### src/rtl/bp_pkg.sv
// Shared definitions for the gshare direction predictor: 2-bit counter encoding
// and the saturating counter update used when training the pattern history table.
package bp_pkg;

    localparam logic [1:0] SNT     = 2'b00;
    localparam logic [1:0] WNT     = 2'b01;
    localparam logic [1:0] WT      = 2'b10;
    localparam logic [1:0] ST      = 2'b11;
    localparam logic [1:0] PHT_RST = WNT;

    function automatic logic [1:0] sat_update(input logic [1:0] cnt, input logic taken);
        logic [1:0] r;
        r = cnt;
        if (taken) begin
            if (cnt != ST) r = cnt + 2'd1;
        end else begin
            if (cnt != SNT) r = cnt - 2'd1;
        end
        return r;
    endfunction

endpackage

### src/rtl/pht_counter_array.sv
// Pattern history table: 2^IDX_W two-bit counters, async read, sync saturating-train write.
// Reads see the pre-edge value; a same-index write lands on the next edge with no bypass.
module pht_counter_array
    import bp_pkg::*;
#(
    parameter int IDX_W = 8
) (
    input  logic             clk,
    input  logic             rst,
    input  logic [IDX_W-1:0] i_rd_idx,
    output logic [1:0]       o_rd_cnt,
    input  logic             i_wr_en,
    input  logic [IDX_W-1:0] i_wr_idx,
    input  logic             i_wr_taken
);

    localparam int DEPTH = 1 << IDX_W;

    logic [1:0] r_cnt [DEPTH];

    assign o_rd_cnt = r_cnt[i_rd_idx];

    // Write port trains in place so the top never needs a second read port.
    always_ff @(posedge clk) begin
        if (rst) begin
            for (int i = 0; i < DEPTH; i++) begin
                r_cnt[i] <= PHT_RST;
            end
        end else if (i_wr_en) begin
            r_cnt[i_wr_idx] <= sat_update(r_cnt[i_wr_idx], i_wr_taken);
        end
    end

endmodule

### src/rtl/gshare_predictor.sv
// Gshare predictor: combinational fetch lookup, M-stage training, mispredict redirect/flush,
// speculative and architectural global history with recovery, saturating statistics.
module gshare_predictor
    import bp_pkg::*;
#(
    parameter int IDX_W  = 8,
    parameter int HIST_W = 8,
    parameter int STAT_W = 32
) (
    input  logic              clk,
    input  logic              rst,
    input  logic [31:0]       pc_f,
    output logic              pred_taken_f,
    output logic [IDX_W-1:0]  pred_idx_f,
    input  logic              en_d,
    input  logic              branch_d,
    input  logic              pred_d,
    input  logic              upd_valid_m,
    input  logic [IDX_W-1:0]  upd_idx_m,
    input  logic              upd_taken_m,
    input  logic              upd_pred_m,
    input  logic [31:0]       upd_fix_pc_m,
    output logic              mispredict,
    output logic [31:0]       redirect_pc,
    output logic              flush_d,
    output logic              flush_e,
    output logic              flush_m,
    output logic [STAT_W-1:0] branch_cnt,
    output logic [STAT_W-1:0] miss_cnt
);

    logic [HIST_W-1:0] r_ghr_spec;
    logic [HIST_W-1:0] r_ghr_arch;
    logic [STAT_W-1:0] r_branch_cnt;
    logic [STAT_W-1:0] r_miss_cnt;

    logic [HIST_W-1:0] w_arch_next;
    logic [HIST_W-1:0] w_spec_shift;
    logic [IDX_W-1:0]  w_ghr_ext;
    logic [1:0]        w_rd_cnt;
    logic              w_unused;

    generate
        if (HIST_W == 1) begin : g_hist1
            assign w_arch_next  = upd_taken_m;
            assign w_spec_shift = pred_d;
        end else begin : g_histn
            assign w_arch_next  = {r_ghr_arch[HIST_W-2:0], upd_taken_m};
            assign w_spec_shift = {r_ghr_spec[HIST_W-2:0], pred_d};
        end
    endgenerate

    always_comb begin
        w_ghr_ext = '0;
        w_ghr_ext[HIST_W-1:0] = r_ghr_spec;
    end

    assign pred_idx_f   = pc_f[IDX_W+1:2] ^ w_ghr_ext;
    assign pred_taken_f = w_rd_cnt[1];
    assign w_unused     = ^{pc_f[31:IDX_W+2], pc_f[1:0]};

    assign mispredict  = upd_valid_m & (upd_taken_m != upd_pred_m);
    assign redirect_pc = upd_fix_pc_m;
    assign flush_d     = mispredict;
    assign flush_e     = mispredict;
    assign flush_m     = mispredict;
    assign branch_cnt  = r_branch_cnt;
    assign miss_cnt    = r_miss_cnt;

    pht_counter_array #(.IDX_W(IDX_W)) u_pht (
        .clk        (clk),
        .rst        (rst),
        .i_rd_idx   (pred_idx_f),
        .o_rd_cnt   (w_rd_cnt),
        .i_wr_en    (upd_valid_m),
        .i_wr_idx   (upd_idx_m),
        .i_wr_taken (upd_taken_m)
    );

    // A mispredict flushes the D branch, so its history shift is dropped.
    always_ff @(posedge clk) begin
        if (rst) begin
            r_ghr_spec   <= '0;
            r_ghr_arch   <= '0;
            r_branch_cnt <= '0;
            r_miss_cnt   <= '0;
        end else begin
            if (upd_valid_m) begin
                r_ghr_arch <= w_arch_next;
            end
            if (mispredict) begin
                r_ghr_spec <= w_arch_next;
            end else if (en_d && branch_d) begin
                r_ghr_spec <= w_spec_shift;
            end
            if (upd_valid_m && (r_branch_cnt != '1)) begin
                r_branch_cnt <= r_branch_cnt + STAT_W'(1);
            end
            if (mispredict && (r_miss_cnt != '1)) begin
                r_miss_cnt <= r_miss_cnt + STAT_W'(1);
            end
        end
    end

endmodule

### config.mk
export PLATFORM = sky130hd
export DESIGN_NAME = gshare_predictor
export DESIGN_NICKNAME = d
export VERILOG_FILES = /design/src/rtl/bp_pkg.sv /design/src/rtl/pht_counter_array.sv /design/src/rtl/gshare_predictor.sv
export SDC_FILE = /design/constraint.sdc
export NUM_CORES = 1
export LEC_CHECK = 0
export ABC_AREA = 1
export ABC_CLOCK_PERIOD_IN_PS = 4300
export BUFFER_PORTS_ARGS = -buffer_cell sky130_fd_sc_hd__buf_2
export CAP_MARGIN = 20
export CORE_ASPECT_RATIO = 0.6
export CORE_UTILIZATION = 30
export CTS_CLUSTER_DIAMETER = 50
export DETAILED_ROUTE_END_ITERATION = 7
export PLACE_DENSITY = 0.43
export SYNTH_ARGS = -nofsm -noshare
export SYNTH_HDL_FRONTEND = slang
export SYNTH_HIERARCHICAL = 1
export SYNTH_SLANG_ARGS = --single-unit
export TNS_END_PERCENT = 1
### constraint.sdc
create_clock -name clk -period 4.3 [get_ports clk]
set_input_delay 0.86 -clock clk [delete_from_list [all_inputs] [get_ports clk]]
set_output_delay 0.86 -clock clk [all_outputs]
set_load 0.05 [all_outputs]
==> impl_metrics.env <==
export IMPL_synthesis_nets=4617
export IMPL_hold_violations=0
export IMPL_run_status="complete, no violations"
export IMPL_hold_class="flip-flop to flip-flop"
export IMPL_hold_depth=2
export IMPL_drive_gt1_share_pct=10.4
export IMPL_max_freq_mhz=242
export IMPL_viasPerCell=5.08
export IMPL_drt_iter0_markers=3628
export IMPL_worstMarginPinSlew_ns=1.18
export IMPL_p_leak_nw=14.4
export IMPL_post_cts_buffers=0
export IMPL_seq_area_um2=17000
export IMPL_core_area_um2=112000
export IMPL_clkLatencyLatePin_ns=0.68
export IMPL_avgRoutedWirePerCell_um=22.1
export IMPL_cts_buffers=71
export IMPL_start_kind="flip-flop"
export IMPL_dieWidth_um=436
export IMPL_antenna_found_initial=3
export IMPL_ir_drop_mv=0.220
export IMPL_numClockSinks=591
export IMPL_cts_tree="done"
export IMPL_netSwitchingPower_mw=4.51
export IMPL_num_rows=95
export IMPL_critPathRequiredTime_ns=3.44
export IMPL_routed_wl_um=134000
export IMPL_grt_overflow_total=0
export IMPL_finClkSkew_ns=0.0253
export IMPL_ant_nets=0
export IMPL_timing_rr_end="u_pht/r_cnt[37][1]"
export IMPL_hold_start="r_ghr_arch[6]"
export IMPL_drtPass1Iterations=6
export IMPL_p_int_mw=10.6
export IMPL_worstSetupPathType="flip-flop to primary output"
export IMPL_post_dp_hpwl_um=86700
export IMPL_ctsHtreeMaxLevel=3
export IMPL_grt_start_max_net_pins=156
export IMPL_setup_tns_ns=0
export IMPL_swShare_pct=29.9
export IMPL_rrSetupSlack_ns=1.16
export IMPL_drv_slew=0
export IMPL_ff2ff_path_depth=17
export IMPL_drc=0
export IMPL_rsz0062_at_grt="no"
export IMPL_total_power_mw=15.1
export IMPL_clk_path_buf_depth=3
export IMPL_ios=189
export IMPL_fin_crit_ns=4.12
export IMPL_root_buffer="clkbuf_16"
export IMPL_power_frac_seq_pct=42.4
export IMPL_gr_usage_all_layers_pct=23.0
export IMPL_start_util_pct=30.3
export IMPL_worst_endpoint_arrival_ns=3.26
export IMPL_avgSynthCellArea_um2=7.48
export IMPL_setup_viol=0
export IMPL_numPortBuffers=100
export IMPL_nets=4593
export IMPL_gp_congestion=0.870
export IMPL_dieArea_um2=114000
export IMPL_p_clk_share_pct=41.1
export IMPL_slew_headroom_pct=21.4
export IMPL_fill_cells=11800
export IMPL_period_share_pct=95.9
export IMPL_grt_pass1_wl_um=196000
export IMPL_cp_end_kind="primary output"
export IMPL_multi_input_area_um2=13600
export IMPL_via_count=30800
export IMPL_die_h_um=262
export IMPL_path_max_fanout=33
export IMPL_clkTransAtPathRegs_ns=0.06
export IMPL_flow_area_growth_from_synthesis_pct=15.6
export IMPL_cap_violations=0
export IMPL_synth_cells=4535
export IMPL_p_per_area_nw_per_um2=385
export IMPL_r2r_start="u_pht/r_cnt[147][1]"
export IMPL_holdPathEnd="r_ghr_spec[7]"
export IMPL_comb_power_share_pct=16.5
export IMPL_synth_area_um2=33900
export IMPL_grt_pass1_vias=27900
export IMPL_ys_warn_count=6
[metal layers]
layer  track usage [%]  share of wire [%]
met5                 0                  0
met3              3.85                8.2
met2              30.9                 39
met1              37.2                 51
met4              5.23                2.0
[state kept, by name (all words and copies together), names as in the netlist]
name	flops
r_ghr_spec	8
r_ghr_arch	7
u_pht/r_cnt	512
branch_cnt	32
miss_cnt	32
[stage by stage]
step                cells  util, %  cell area [um2]  worst slack (ns)  hold WS (ns)
floorplan            4535        -            33900             0.144         0.440
global placement     5939     32.9            36800            0.0556         0.476
detailed placement   5941     32.9            36800            0.0580         0.485
CTS                  6072     35.0            39200            0.0179         0.423
global route         6072     35.0            39200           0.00848         0.492
finish               6073     35.0            39200             0.175         0.472
[cell type report]
cell class                 count  area share, %
multi-input combinational   3123           34.7
antenna                        1        0.00638
clock inverter                45           1.16
timing repair buffer         289           7.04
sequential                   591           43.3
clock buffer                  86           4.78
tap                         1503           4.80
inverter                     435           4.20
[layout by cell type, fill, tap and decap left out, types with 56 or more instances in the layout]
cell type	n
nand2_1	1306
o21ai_0	209
buf_2	97
a22oi_1	58
nand3_1	374
edfxtp_1	512
dfxtp_1	77
clkbuf_16	72
nand4_1	56
inv_1	418
buf_4	125
buf_12	61
nor2_1	848
a21oi_1	114
[worst max path at each step]
stage	slack [ns]	cells after the start	start	to
floorplan	0.14	13	pc_f[2]	pred_taken_f
global placement	0.06	16	pc_f[2]	pred_taken_f
detailed placement	0.06	16	pc_f[2]	pred_taken_f
CTS	0.02	15	r_ghr_spec[0]	pred_taken_f
global route	0.008	15	r_ghr_spec[0]	pred_taken_f
finish	0.18	15	r_ghr_spec[0]	pred_taken_f
[power by group through the flow]
| stage | clock network [mW] | logic (mW) | registers [mW] |
|---|---|---|---|
| CTS | 6.36 | 2.46 | 6.40 |
| global route | 6.56 | 2.64 | 6.42 |
| global placement | 0 | 2.45 | 6.53 |
| finish | 6.21 | 2.49 | 6.41 |
| detailed placement | 0 | 2.44 | 6.52 |
| floorplan | 0 | 1.40 | 6.50 |
[what timing repair did]
item                                    in CTS  in global routing
endpoints found under the setup margin       1                  1
pin swaps                                    1                  2
hold buffers                                 0                  0
resized for setup                            7                  4
hold endpoints to repair                     0                  0
[critical path, stage by stage, from the launching register on]
cell and delay [ns]:
dfxtp_2 0.40, xor2_4 0.27, buf_12 0.20, buf_16 0.19, a21oi_1 0.08, o21ai_0 0.09
nand3_1 0.22, nand3_1 0.16, nand3_1 0.11, o21ai_0 0.11, buf_4 0.15, a21oi_1 0.05
nand2_1 0.09, nand3_1 0.07, nand2_2 0.16, buf_6 0.17
No activity file was read; power rests on OpenSTA's default activity.
